File: src/rtl/alu_pkg.sv
`default_nettype none
// alu_pkg -- opcode constants, FSM states and iterative-engine modes shared by the ALU family.
// Rev 1.0
package alu_pkg;

  localparam logic [3:0] OP_ADD  = 4'd0;
  localparam logic [3:0] OP_SUB  = 4'd1;
  localparam logic [3:0] OP_MUL  = 4'd2;
  localparam logic [3:0] OP_DIV  = 4'd3;
  localparam logic [3:0] OP_SHL  = 4'd4;
  localparam logic [3:0] OP_SHR  = 4'd5;
  localparam logic [3:0] OP_ROL  = 4'd6;
  localparam logic [3:0] OP_ROR  = 4'd7;
  localparam logic [3:0] OP_AND  = 4'd8;
  localparam logic [3:0] OP_OR   = 4'd9;
  localparam logic [3:0] OP_XOR  = 4'd10;
  localparam logic [3:0] OP_NOR  = 4'd11;
  localparam logic [3:0] OP_NAND = 4'd12;
  localparam logic [3:0] OP_XNOR = 4'd13;
  localparam logic [3:0] OP_GT   = 4'd14;
  localparam logic [3:0] OP_EQ   = 4'd15;

  typedef enum logic [1:0] {
    ST_IDLE = 2'd0,
    ST_BUSY = 2'd1,
    ST_DONE = 2'd2
  } state_t;

  typedef enum logic {
    MD_MUL = 1'b0,
    MD_DIV = 1'b1
  } md_mode_t;

  function automatic logic is_iterative(input logic [3:0] op);
    return (op == OP_MUL) || (op == OP_DIV);
  endfunction

endpackage
`default_nettype wire

File: src/rtl/alu_iter_muldiv.sv
`default_nettype none
// alu_iter_muldiv -- WIDTH-cycle shift-add multiplier / restoring divider.
// Rev 1.0
module alu_iter_muldiv
  import alu_pkg::*;
#(
  parameter int WIDTH = 8
) (
  input  logic             clk,
  input  logic             rst,
  input  logic             start,
  input  md_mode_t         mode,
  input  logic [WIDTH-1:0] a,
  input  logic [WIDTH-1:0] b,
  output logic             done,
  output logic [WIDTH-1:0] lo,
  output logic [WIDTH-1:0] hi,
  output logic             div_by_zero
);

  localparam int CW = $clog2(WIDTH + 1);

  logic             r_busy;
  logic [CW-1:0]    r_cnt;
  md_mode_t         r_mode;
  logic [WIDTH-1:0] r_lo;
  logic [WIDTH-1:0] r_hi;
  logic [WIDTH-1:0] r_b;
  logic             r_dz;

  logic [WIDTH:0]   w_madd;
  logic [WIDTH:0]   w_dt;
  logic             w_dge;
  logic [WIDTH-1:0] w_ddiff;

  // lo/hi carry the multiplier (a) / dividend bits and the partial product / remainder.
  assign w_madd  = {1'b0, r_hi} + (r_lo[0] ? {1'b0, r_b} : '0);
  assign w_dt    = {r_hi, r_lo[WIDTH-1]};
  assign w_dge   = w_dt >= {1'b0, r_b};
  assign w_ddiff = w_dt[WIDTH-1:0] - r_b;

  // Outputs are the post-step values so the caller can register them on the final step.
  assign lo = (r_mode == MD_DIV) ? {r_lo[WIDTH-2:0], w_dge} : {w_madd[0], r_lo[WIDTH-1:1]};
  assign hi = (r_mode == MD_DIV) ? (w_dge ? w_ddiff : w_dt[WIDTH-1:0]) : w_madd[WIDTH:1];

  assign done        = r_busy && (r_cnt == CW'(WIDTH - 1));
  assign div_by_zero = r_dz;

  always_ff @(posedge clk) begin
    if (rst) begin
      r_busy <= 1'b0;
      r_cnt  <= '0;
      r_mode <= MD_MUL;
      r_lo   <= '0;
      r_hi   <= '0;
      r_b    <= '0;
      r_dz   <= 1'b0;
    end else if (start) begin
      r_busy <= 1'b1;
      r_cnt  <= '0;
      r_mode <= mode;
      r_lo   <= a;
      r_hi   <= '0;
      r_b    <= b;
      r_dz   <= (mode == MD_DIV) && (b == '0);
    end else if (r_busy) begin
      r_lo  <= lo;
      r_hi  <= hi;
      r_cnt <= r_cnt + CW'(1);
      if (done) r_busy <= 1'b0;
    end
  end

endmodule
`default_nettype wire

File: src/rtl/alu_seq.sv
`default_nettype none
// alu_seq -- handshaked WIDTH-bit ALU with registered result/flags and iterative mul/div.
// Rev 1.0
module alu_seq
  import alu_pkg::*;
#(
  parameter int WIDTH = 8
) (
  input  logic             clk,
  input  logic             rst,
  input  logic             in_valid,
  output logic             in_ready,
  input  logic [WIDTH-1:0] a,
  input  logic [WIDTH-1:0] b,
  input  logic [3:0]       sel,
  output logic             out_valid,
  input  logic             out_ready,
  output logic [WIDTH-1:0] result,
  output logic [WIDTH-1:0] result_hi,
  output logic             carry,
  output logic             zero,
  output logic             negative,
  output logic             overflow,
  output logic             div_by_zero,
  output logic             busy
);

  state_t           r_state;
  logic             r_is_div;

  logic             w_accept;
  logic             w_iter;
  logic             w_eng_done;
  logic [WIDTH-1:0] w_eng_lo;
  logic [WIDTH-1:0] w_eng_hi;
  logic             w_eng_dz;

  logic [WIDTH:0]   w_add;
  logic [WIDTH:0]   w_sub;
  logic [WIDTH-1:0] w_res;
  logic             w_carry;
  logic             w_ovf;

  assign in_ready  = (r_state == ST_IDLE) && !rst;
  assign out_valid = (r_state == ST_DONE);
  assign busy      = (r_state != ST_IDLE);
  assign w_accept  = in_valid && in_ready;
  assign w_iter    = is_iterative(sel);

  alu_iter_muldiv #(.WIDTH(WIDTH)) u_muldiv (
    .clk         (clk),
    .rst         (rst),
    .start       (w_accept && w_iter),
    .mode        ((sel == OP_DIV) ? MD_DIV : MD_MUL),
    .a           (a),
    .b           (b),
    .done        (w_eng_done),
    .lo          (w_eng_lo),
    .hi          (w_eng_hi),
    .div_by_zero (w_eng_dz)
  );

  assign w_add = {1'b0, a} + {1'b0, b};
  assign w_sub = {1'b0, a} - {1'b0, b};

  always_comb begin
    w_res   = '0;
    w_carry = 1'b0;
    w_ovf   = 1'b0;
    case (sel)
      OP_ADD: begin
        w_res   = w_add[WIDTH-1:0];
        w_carry = w_add[WIDTH];
        w_ovf   = (a[WIDTH-1] == b[WIDTH-1]) && (w_add[WIDTH-1] != a[WIDTH-1]);
      end
      OP_SUB: begin
        w_res   = w_sub[WIDTH-1:0];
        w_carry = w_sub[WIDTH];
        w_ovf   = (a[WIDTH-1] != b[WIDTH-1]) && (w_sub[WIDTH-1] != a[WIDTH-1]);
      end
      OP_SHL: begin
        w_res   = {a[WIDTH-2:0], 1'b0};
        w_carry = a[WIDTH-1];
      end
      OP_SHR: begin
        w_res   = {1'b0, a[WIDTH-1:1]};
        w_carry = a[0];
      end
      OP_ROL:  w_res = {a[WIDTH-2:0], a[WIDTH-1]};
      OP_ROR:  w_res = {a[0], a[WIDTH-1:1]};
      OP_AND:  w_res = a & b;
      OP_OR:   w_res = a | b;
      OP_XOR:  w_res = a ^ b;
      OP_NOR:  w_res = ~(a | b);
      OP_NAND: w_res = ~(a & b);
      OP_XNOR: w_res = ~(a ^ b);
      OP_GT:   w_res = {{(WIDTH-1){1'b0}}, (a > b)};
      OP_EQ:   w_res = {{(WIDTH-1){1'b0}}, (a == b)};
      default: w_res = '0;
    endcase
  end

  always_ff @(posedge clk) begin
    if (rst) begin
      r_state     <= ST_IDLE;
      r_is_div    <= 1'b0;
      result      <= '0;
      result_hi   <= '0;
      carry       <= 1'b0;
      zero        <= 1'b0;
      negative    <= 1'b0;
      overflow    <= 1'b0;
      div_by_zero <= 1'b0;
    end else begin
      case (r_state)
        ST_IDLE: begin
          if (w_accept) begin
            if (w_iter) begin
              r_state  <= ST_BUSY;
              r_is_div <= (sel == OP_DIV);
            end else begin
              r_state     <= ST_DONE;
              result      <= w_res;
              result_hi   <= '0;
              carry       <= w_carry;
              zero        <= (w_res == '0);
              negative    <= w_res[WIDTH-1];
              overflow    <= w_ovf;
              div_by_zero <= 1'b0;
            end
          end
        end
        ST_BUSY: begin
          if (w_eng_done) begin
            r_state     <= ST_DONE;
            result      <= w_eng_lo;
            result_hi   <= w_eng_hi;
            carry       <= !r_is_div && (w_eng_hi != '0);
            zero        <= r_is_div ? (w_eng_lo == '0) : ({w_eng_hi, w_eng_lo} == '0);
            negative    <= w_eng_lo[WIDTH-1];
            overflow    <= 1'b0;
            div_by_zero <= r_is_div && w_eng_dz;
          end
        end
        ST_DONE: begin
          if (out_ready) r_state <= ST_IDLE;
        end
        default: r_state <= ST_IDLE;
      endcase
    end
  end

endmodule
`default_nettype wire

File: config.mk
export PLATFORM = sky130hd
export DESIGN_NAME = alu_seq
export DESIGN_NICKNAME = d
export VERILOG_FILES = /design/src/rtl/alu_pkg.sv /design/src/rtl/alu_iter_muldiv.sv /design/src/rtl/alu_seq.sv
export SDC_FILE = /design/constraint.sdc
export NUM_CORES = 1
export LEC_CHECK = 0
export CAP_MARGIN = 20
export CORE_UTILIZATION = 65
export DETAILED_ROUTE_END_ITERATION = 12
export DONT_BUFFER_PORTS = 1
export PLACE_DENSITY_LB_ADDON = 0.2
export SETUP_SLACK_MARGIN = 0.4
export SLEW_MARGIN = 5
export SYNTH_ARGS = -nofsm -noshare
export SYNTH_HDL_FRONTEND = slang
export SYNTH_SLANG_ARGS = --single-unit
File: constraint.sdc
create_clock -name clk -period 3.8 [get_ports clk]
set_input_delay 0.76 -clock clk [delete_from_list [all_inputs] [get_ports clk]]
set_output_delay 0.76 -clock clk [all_outputs]
set_load 0.01 [all_outputs]
==> impl_metrics.toml <==
[floorplan]
initial_core_util_pct = 67.28
die_w_um = 88.88
die_h_um = 88.88
coreArea_mm2 = 0.007292
dieArea_mm2 = 0.007899
pin_count = 48
rows = 31

[timing]
setup_viol = 0
tns_ps = 0
report.final.slew_viol_count = 0
finalHoldViolCount = 0
skew_ps = 6.642
tightest_slew_ps = 1051
fmax_mhz = 303.3
period_minus_slack_ps = 3297
hold_slack_ps = 476.4
slew_headroom_pct = 29.56
rsz0062_at_grt = "false"
post-route-period-util_pct = 86.77

[grt]
grt-ovfl-total = 0
grt_pass1_vias = 4304
grt_pass1_wl_um = 21870
grt_antenna_before_repair = 0
grt_max_degree = 49
track_usage_pct = 36.42

[critical_path]
crit_path_max_fanout = 5
crit_slowest_cell = "or4_4"
cp.required_ps = 4060
end_kind = "flop"
arrival_ps = 3560
critical_path.max_stage_delay_ps = 540
cpLargestDelayFamily = "compound AO/OA/AOI/OAI gates"
path_class = "reg -> reg"
critPathBufInv = 0
crit_path_cell_trace = "ha_1 -> nor2b_1 -> o2111a_2 -> o31ai_4 -> nand2_2 -> a311o_1 -> or4_4 -> o41ai_2 -> a21o_1"
setup.worst_path.start_class = "flop"

[layout]
final_nets = 683
fin_area_mm2 = 0.004992
layout_common_cells = "nand2_1, dfxtp_1, nor2_1"
synthToLayoutAreaGrowth_pct = 1.760
antennaDiodeCount = 0
regArea_mm2 = 0.001081
multi_input_area_mm2 = 0.003517
nFillCells = 649
layout_commonest_cell = "nand2_1"
drive_above_1_share_pct = 5.203
utilization_pct = 68.46

[logic_synthesis]
ys_warn_count = 0
yosysSeqAreaShare_pct = 22.04
synth-async-reset-ratio_pct = 0
synthDistinctLibCells = 76
ys_seq_elements = 54
ys.flop_type = "dfxtp_1"
avgSynthCellArea_um2 = 7.606
syn_inst = 645
synth_edf_count = 0
syn_nets = 714
synthesis.area_mm2 = 0.004906

[drt]
firstDrtPassIters = 5
num_vias = 4881
drcViolationCount = 0
drtAntennaViolNets = 0
routed_wirelength_um = 14190
drtIter0Drc = 445
avgViaCountPerCell = 6.836
wl_per_cell_um = 19.87

[job]
drv_cap = 0

[power_and_ir_drop]
p_sw_uw = 437.7
sw_frac_of_total_pct = 33.67
pwr-share-seq_pct = 45.8
p_clk_share_pct = 26.6
power_frac_comb_pct = 27.5
powerDensity_mw_per_mm2 = 260.4
p_leak_nw = 1.944
peakVddDrop_mv = 0.2462
internal-power_uw = 862.3

[placed_design]
place_area_mm2 = 0.004895
dp_hpwl_um = 10760
globalplace.congestion = 0.9860
portBuffers = 0

[clocking]
clock_latency_ps = 310
cts.htree.levels = 2
root_buffer = "clkbuf_8"
clk_path_buf_depth = 2
cts_buffers = 5
cts_tree = "yes"
cts_sinks = 54
path_clk_slew_ps = 100
cts_resized = 0

[min_path]
min_path_type = "reg -> reg"

[run_status]
status = "finished clean"
-- per-stage QoR --
stage / instances / setup slack [ps] / power (mW)
after detailed placement: 706 / 579.0 / 0.9519
after floorplan: 645 / 906.5 / 0.9073
final: 714 / 502.7 / 1.300
after global placement: 706 / 583.0 / 0.9510
after global routing: 714 / 411.8 / 1.356
after CTS: 714 / 558.9 / 1.293
-- kinds of logic (layout without fill, tap and decap cells) --
kind of cell	count (synthesis)	count (layout)	synth area share [%]
XOR/XNOR	24	24	4.285
AO/OA/AOI/OAI	195	195	27.88
flip-flops	54	54	22.04
adder cells (fa/ha/maj)	45	45	12.09
AND/OR/NAND/NOR	222	222	21.96
buffers and inverters	80	50	6.376
multiplexers	25	25	5.381
-- cells in the mapped netlist (all sizes together) (16+ instances only) --
| library cell | count | area share [%] |
|---|---|---|
| a21oi | 42 | 4.3 |
| o21ai | 29 | 3.0 |
| inv | 38 | 2.9 |
| dfxtp | 54 | 22 |
| nor2 | 55 | 4.3 |
| mux2i | 23 | 4.7 |
| nand3 | 16 | 1.6 |
| nor3 | 21 | 2.1 |
| o211ai | 19 | 3.0 |
| nand2 | 66 | 5.1 |
| ha | 41 | 10 |
| clkbuf | 32 | 2.4 |
-- registers in the layout, indices dropped and copies added (netlist names), 2 cells and up --
| name | count |
|---|---|
| r_state | 2 |
| result | 8 |
| result_hi | 8 |
| u_muldiv.r_b | 8 |
| u_muldiv.r_cnt | 4 |
| u_muldiv.r_hi | 8 |
| u_muldiv.r_lo | 8 |
-- path summary, 6_finish.rpt --
kind	cells past startpoint	end	start	slack [ps]
setup / recovery	9	zero$_SDFFE_PP0P_	u_muldiv.r_hi[0]$_SDFFE_PP0P_	500
setup reg to reg	9	zero$_SDFFE_PP0P_	u_muldiv.r_hi[0]$_SDFFE_PP0P_	500
hold / removal	2	u_muldiv.r_b[7]$_SDFFE_PP0P_	u_muldiv.r_b[7]$_SDFFE_PP0P_	480
hold reg to reg	2	u_muldiv.r_b[7]$_SDFFE_PP0P_	u_muldiv.r_b[7]$_SDFFE_PP0P_	480
-- final cells by class --
class | instances | share of cell area (%)
inverters | 38 | 2.857
multi-input cells | 511 | 70.45
clock inverters | 3 | 0.5764
flip-flops and latches | 54 | 21.65
clock buffers | 5 | 1.378
well taps | 99 | 2.481
repair buffers | 4 | 0.6015
-- power by group through the flow --
| stage | Combinational (mW) | Clock, mW | Sequential (mW) |
|---|---|---|---|
| after floorplan | 0.305 | 0 | 0.603 |
| after global placement | 0.343 | 0 | 0.608 |
| after detailed placement | 0.344 | 0 | 0.608 |
| after CTS | 0.347 | 0.351 | 0.596 |
| after global routing | 0.392 | 0.366 | 0.598 |
| final | 0.358 | 0.346 | 0.596 |
-- timing repair --
action / 4_1_cts / 5_1_grt
setup buffers: 0 / 0
endpoints found under the hold margin: 0 / 0
setup endpoints to repair: 0 / 1
hold buffers: 0 / 0
-- worst register-to-register path, cell delays in order, from the launching register on --
cell,delay [ps]
dfxtp_1,510
ha_1,310
nor2b_1,150
o2111a_2,300
o31ai_4,360
nand2_2,150
a311o_1,390
or4_4,540
o41ai_2,410
a21o_1,120
-- metal layers --
layer	share of wire, %	global-route usage (%)
met1	45	53.17
met2	42	54.62
met3	11	8.675
met4	1.8	7.038
met5	0	0
No activity file was read; power rests on OpenSTA's default activity.
==> patch 1 (same flow settings) <==
Re-encode `state_t` (3 states) as one-hot, 3 bits wide.
--- a/src/rtl/alu_pkg.sv
+++ b/src/rtl/alu_pkg.sv
@@ -20,10 +20,10 @@
   localparam logic [3:0] OP_GT   = 4'd14;
   localparam logic [3:0] OP_EQ   = 4'd15;
 
-  typedef enum logic [1:0] {
-    ST_IDLE = 2'd0,
-    ST_BUSY = 2'd1,
-    ST_DONE = 2'd2
+  typedef enum logic [2:0] {
+    ST_IDLE = 3'b001,
+    ST_BUSY = 3'b010,
+    ST_DONE = 3'b100
   } state_t;
 
   typedef enum logic {
Function: same outputs for any inputs over 4 cycles, from zero or initial values and one cycle with rst high; so few cycles prove little.
==> patch 1 against the original RTL <==
Sequential power is 14% higher; sequential cell count up 1; synthesized area is essentially flat; setup slack better by 0.20 ns; maximum frequency is 6.3% higher; cell area grew 0.13%; routed wire length rose by 1.3%; global-route usage is 0.12 points lower; total power rose by 28%; non-clock buffer count rose by 6; cell count is 2.0% higher; die area about the same; clock power is 2% higher; largest power group unchanged.
==> patch 1: results (changes against the original RTL) <==
The run finished with clean final reports. The slowest stage cell on the critical path was sky130_fd_sc_hd__fa_1. The initial detailed-routing violation count was 491 (+10%).

The number of global-route vias before repair was 4366 (+1.4%). The final weighted congestion of routability-driven global placement is 0.962 (-2.4%), and the combined global-route utilization of all metal layers is 36.3% (-0.12 points). In the post-synthesis netlist, the biggest area contributors are sky130_fd_sc_hd__dfxtp_1 22%, sky130_fd_sc_hd__ha_1 10%, sky130_fd_sc_hd__a21oi_1 6.1%. The tools report the sequential-to-total area share from yosys stat as 22.5% (+0.43 points).

The maximum vdd drop was 0.311 mV (+26%); the synthesized netlist net count was 723 (+1.3%). The fraction of power spent switching nets works out to 38.9% (+5.3 points). After synthesis, the largest family of logic cells by area is compound AO/OA/AOI/OAI gates. The tools report the standby leakage power as 0.00192 µW (-1.4%). After synthesis, the most frequently instantiated cells are 66 x sky130_fd_sc_hd__nand2_1, 63 x sky130_fd_sc_hd__nor2_1, 60 x sky130_fd_sc_hd__a21oi_1, 55 x sky130_fd_sc_hd__dfxtp_1.

The fraction of synthesized area in multiplexers is 5.67% (+0.28 points). The tools report the post-placement setup slack as 0.477 ns (-0.102 ns). The worst setup skew after layout was 0.0161 ns (+0.00943 ns); the adder and majority gate portion of the synthesized area was 12.1% (about the same). Delay of the slowest cell on the worst path: 0.45 ns (-0.09 ns). The proportion of netlist area held by the largest area contributor was 22.5% (+0.43 points).

The count of distinct cell types in the synthesized netlist was 70 (-7.9%). The number of filler instances in the final layout is 618 (-4.8%). The post-synthesis compound-gate area fraction was 26.9% (-0.95 points); the wire length of the first global-routing pass was 21.9 mm (about the same).

Pin count of the biggest net entering global routing: 55 (+12%). The tightest slew margin relative to the limit is 27.3% (-2.2 points), and the fraction of final layout cells with drive strength greater than 1 is 5.41% (+0.20 points). Mean routed wirelength per cell: 19.7 µm (-0.66%).
==> patch 1: cell type report <==
type | count | area share, %
Inverter | 43 | 3.23
Sequential cell | 55 | 22.0
Multi-Input combinational cell | 513 | 68.7
Tap cell | 99 | 2.48
Timing Repair Buffer | 10 | 1.50
Clock buffer | 5 | 1.38
Clock inverter | 3 | 0.676
==> patch 1: path summary, 6_finish.rpt <==
kind	slack, ns	from	cells past startpoint	end
setup reg to reg	0.70	u_muldiv.r_lo[0]	11	carry
hold reg to reg	0.47	u_muldiv.r_b[1]	2	u_muldiv.r_b[1]
setup / recovery	0.70	u_muldiv.r_lo[0]	11	carry
hold / removal	0.47	u_muldiv.r_b[1]	2	u_muldiv.r_b[1]
==> patch 1: through the flow <==
stage | hold slack, ns | util, % | total power, µW | instances | instance area (µm²)
2_1_floorplan | 0.444 | - | 1190 | 654 | 4900
3_3_place_gp | 0.459 | 67.5 | 1300 | 720 | 4900
3_5_place_dp | 0.458 | 67.5 | 1320 | 720 | 4900
4_1_cts | 0.475 | 68.9 | 1660 | 728 | 5000
5_1_grt | 0.477 | 68.9 | 1750 | 728 | 5000
6_report | 0.474 | 68.9 | 1670 | 728 | 5000
==> patch 1: tightest hold or removal path, stage by stage (launching register included) <==
cell and delay [ns]:
sky130_fd_sc_hd__dfxtp_1 0.34, sky130_fd_sc_hd__nand2_1 0.05, sky130_fd_sc_hd__a21oi_1 0.05
==> patch 1: power groups by stage <==
| stage | Clock (µW) | Sequential, µW | Combinational [µW] |
|---|---|---|---|
| 5_1_grt | 375 | 687 | 690 |
| 3_5_place_dp | 0 | 693 | 623 |
| 2_1_floorplan | 0 | 674 | 514 |
| 3_3_place_gp | 0 | 691 | 606 |
| 6_report | 352 | 681 | 638 |
| 4_1_cts | 357 | 680 | 626 |
==> patch 1: cells by family after synthesis <==
kind of cell | Yosys count
buffers and inverters | 86
AOI/OAI and AO/OA | 198
and+or+nand+nor | 225
adders and majority gates | 45
muxes | 27
DFF | 55
xor gates and xnor gates | 18
==> patch 1: per-layer routing <==
| metal | up-vias | track usage (%) | routed length (µm) |
|---|---|---|---|
| met5 | - | 0 | 0 |
| met4 | 0 | 15.5 | 578 |
| met3 | 52 | 5.04 | 911 |
| met2 | 212 | 63.0 | 7000 |
| met1 | 2336 | 44.9 | 5880 |
| li1 | 2302 | - | - |
==> patch 2 (config.mk and constraints unchanged) <==
Without the edit above. `WIDTH` is set to 8 in 2 places; all go to 4.
--- a/src/rtl/alu_iter_muldiv.sv
+++ b/src/rtl/alu_iter_muldiv.sv
@@ -4,7 +4,7 @@
 module alu_iter_muldiv
   import alu_pkg::*;
 #(
-  parameter int WIDTH = 8
+  parameter int WIDTH = 4
 ) (
   input  logic             clk,
   input  logic             rst,
--- a/src/rtl/alu_seq.sv
+++ b/src/rtl/alu_seq.sv
@@ -4,7 +4,7 @@
 module alu_seq
   import alu_pkg::*;
 #(
-  parameter int WIDTH = 8
+  parameter int WIDTH = 4
 ) (
   input  logic             clk,
   input  logic             rst,
Ports: changed (resized a, b, result and result_hi); port bits go from 48 to 32. The function was not compared with the original's and may differ.
==> patch 2 against the original RTL <==
Total power is 41% lower; first-iteration DRC count is 63% lower; clock power is 28% lower; critical path depth is 2 lower; sequential cell count is 21 lower; routed wire length is 56% lower; setup slack better by 0.77 ns; synthesized area is 44% lower; cell area is 44% lower; sequential power is 38% lower; clock skew is 0.0025 ns lower; critical endpoint is now result[1].
==> patch 2: results (changes against the original RTL) <==
The number of filler instances in the final layout was 349 (-46%). The wire length of the first global-routing pass was 9.96 mm (-54%); the count of buffers from port buffering was 0 (unchanged). The tools report the wire length on met1 as 2.75 mm (-57%). The fraction of synthesized area in multiplexers came out at 4.16% (-1.2 points). Initial detailed-routing violation count: 164 (-63%). The flow ran to the end, and the final reports show no timing, DRC or antenna violations. The run gives 1.27 ns (+0.77 ns) as the reg2reg setup slack. The run gives 0.165 mV (-33%) as the maximum vdd drop. The run gives 387 (-46%) as the synthesized netlist net count. The share of the synthesized netlist area taken by xor and xnor gates came out at 1.60% (-2.7 points).

The worst register-to-register path begins at u_muldiv.r_cnt[0]. The post-synthesis compound-gate area fraction works out to 26.9% (-0.94 points). The delay of the slowest cell on the worst path came out at 0.59 ns (+0.05 ns). The pin count of the biggest net entering global routing is 30 (-39%). In this run the most critical hold path is launched from u_muldiv.r_b[2]. Depth of the worst register-to-register path: 7 (-2). The run gives 0.908 (-7.9%) as the final weighted congestion of routability-driven global placement.

For the cell area reported after detailed placement, the log shows 2710 µm² (-45%). The standby leakage power is 0.00105 µW (-46%), and the count of distinct cell types in the synthesized netlist is 70 (-7.9%). The measured slew at the worst slew-check pin was 0.758 ns (-0.293 ns); the clock latency of the later-clocked register in the worst-skew pair was 0.28 ns (-0.03 ns). The final layout net count was 372 (-46%). Maximum fanout encountered on the critical timing path: 14 (+9). By area the synthesized netlist is led by sky130_fd_sc_hd__dfxtp_1 24%, sky130_fd_sc_hd__ha_1 10%, sky130_fd_sc_hd__a21oi_1 5.1%. The routed wire length on met2 came out at 3.09 mm (-48%). The arrival time at the worst endpoint came out at 2.70 ns (-0.86 ns). The run gives 0.00412 ns (-0.00252 ns) as the worst setup skew after layout. In this run the critical register-to-register path is captured at result[1]. Counting instances in the post-synthesis netlist gives the leading cell types as 34 x sky130_fd_sc_hd__nor2_1, 33 x sky130_fd_sc_hd__dfxtp_1, 31 x sky130_fd_sc_hd__nand2_1, 28 x sky130_fd_sc_hd__a21oi_1, 22 x sky130_fd_sc_hd__ha_1. The largest individual stage delay along the critical path comes from the cell sky130_fd_sc_hd__a311oi_1.

Via count of the routed design: 2437 (-50%). For the final HPWL from detailed placement, the log shows 4.76 mm (-56%). The adder and majority gate portion of the synthesized area is 13.0% (+0.90 points), and the switching power total is 221 µW (-49%).

The fraction of final layout cells with drive strength greater than 1 was 7.55% (+2.3 points); the amount of wire on met3 after detailed routing was 286 µm (-82%). The run gives 1.11 ns (+0.529 ns) as the post-placement setup slack. The sequential-to-total area share from yosys stat came out at 24.1% (+2.1 points). Number of global-route vias before repair: 2175 (-49%). The tools report the worst-case hold path end point as u_muldiv.r_b[2].

The count of instances resized after the clock tree is built was 0 (unchanged). The clock-pin slew on the worst setup and hold paths is 0.07 ns (-0.03 ns), and the detailed-route wire length is 6.23 mm (-56%). The combined global-route utilization of all metal layers is 29.3% (-7.1 points).
[patch 2: cell count changes after synthesis, sizes merged, moves of 13 or more]
cell,change
ha,-19
nor3,-14
dfxtp,-21
nand2,-35
o211ai,-13
mux2i,-15
inv,-16
a21oi,-14
o21ai,-17
clkbuf,-19
nor2,-21
[patch 2: stage by stage]
stage / cells / hold slack (ns)
finish: 381 / 0.468
global route: 381 / 0.502
CTS: 381 / 0.476
detailed placement: 373 / 0.467
global placement: 373 / 0.460
floorplan: 345 / 0.445
[patch 2: how the worst max path moves through the flow]
| stage | start | endpoint | slack, ns | cells after the start |
|---|---|---|---|---|
| after floorplan | a[2] | result[0] | 1.38 | 8 |
| after global placement | rst | result[1] | 1.10 | 7 |
| after detailed placement | rst | result[1] | 1.11 | 7 |
| after CTS | u_muldiv.r_cnt[0] | result[1] | 1.29 | 7 |
| after global routing | u_muldiv.r_cnt[0] | result[1] | 1.09 | 7 |
| final | u_muldiv.r_cnt[0] | result[1] | 1.27 | 7 |
[patch 2: tightest hold or removal path: cells and delay by family, from the launching register on]
kind,cells,cell delay (ns)
DFF,1,0.32
AOI/OAI and AO/OA,1,0.05
and+or+nand+nor,1,0.05
[patch 2: area by class of cell]
cell class	instances	area (µm²)	share of cell area, %
clock inverter	2	10.0	0.359
inverter	22	82.6	2.96
tap	50	62.6	2.24
multi-input combinational	268	1900	68.1
sequential	33	661	23.7
clock buffer	6	72.6	2.60
[patch 2: cells by family after synthesis]
kind of cell,after synthesis
AOI/OAI and AO/OA,101
xor gates and xnor gates,5
adders and majority gates,26
buffers and inverters,44
DFF,33
muxes,11
and+or+nand+nor,125
[patch 2: metal layers]
| layer | vias to the layer above | track usage, % |
|---|---|---|
| li1 | 1218 | - |
| met1 | 1139 | 35.3 |
| met2 | 68 | 52.7 |
| met3 | 12 | 4.79 |
| met4 | 0 | 8.78 |
| met5 | - | 0 |
[patch 2: power by group through the flow]
stage          sequential [µW]  combinational (µW)  clock [µW]
2_1_floorplan              372                 140           0
3_3_place_gp               376                 146           0
3_5_place_dp               377                 147           0
4_1_cts                    369                 148         254
5_1_grt                    370                 166         270
6_report                   369                 150         248
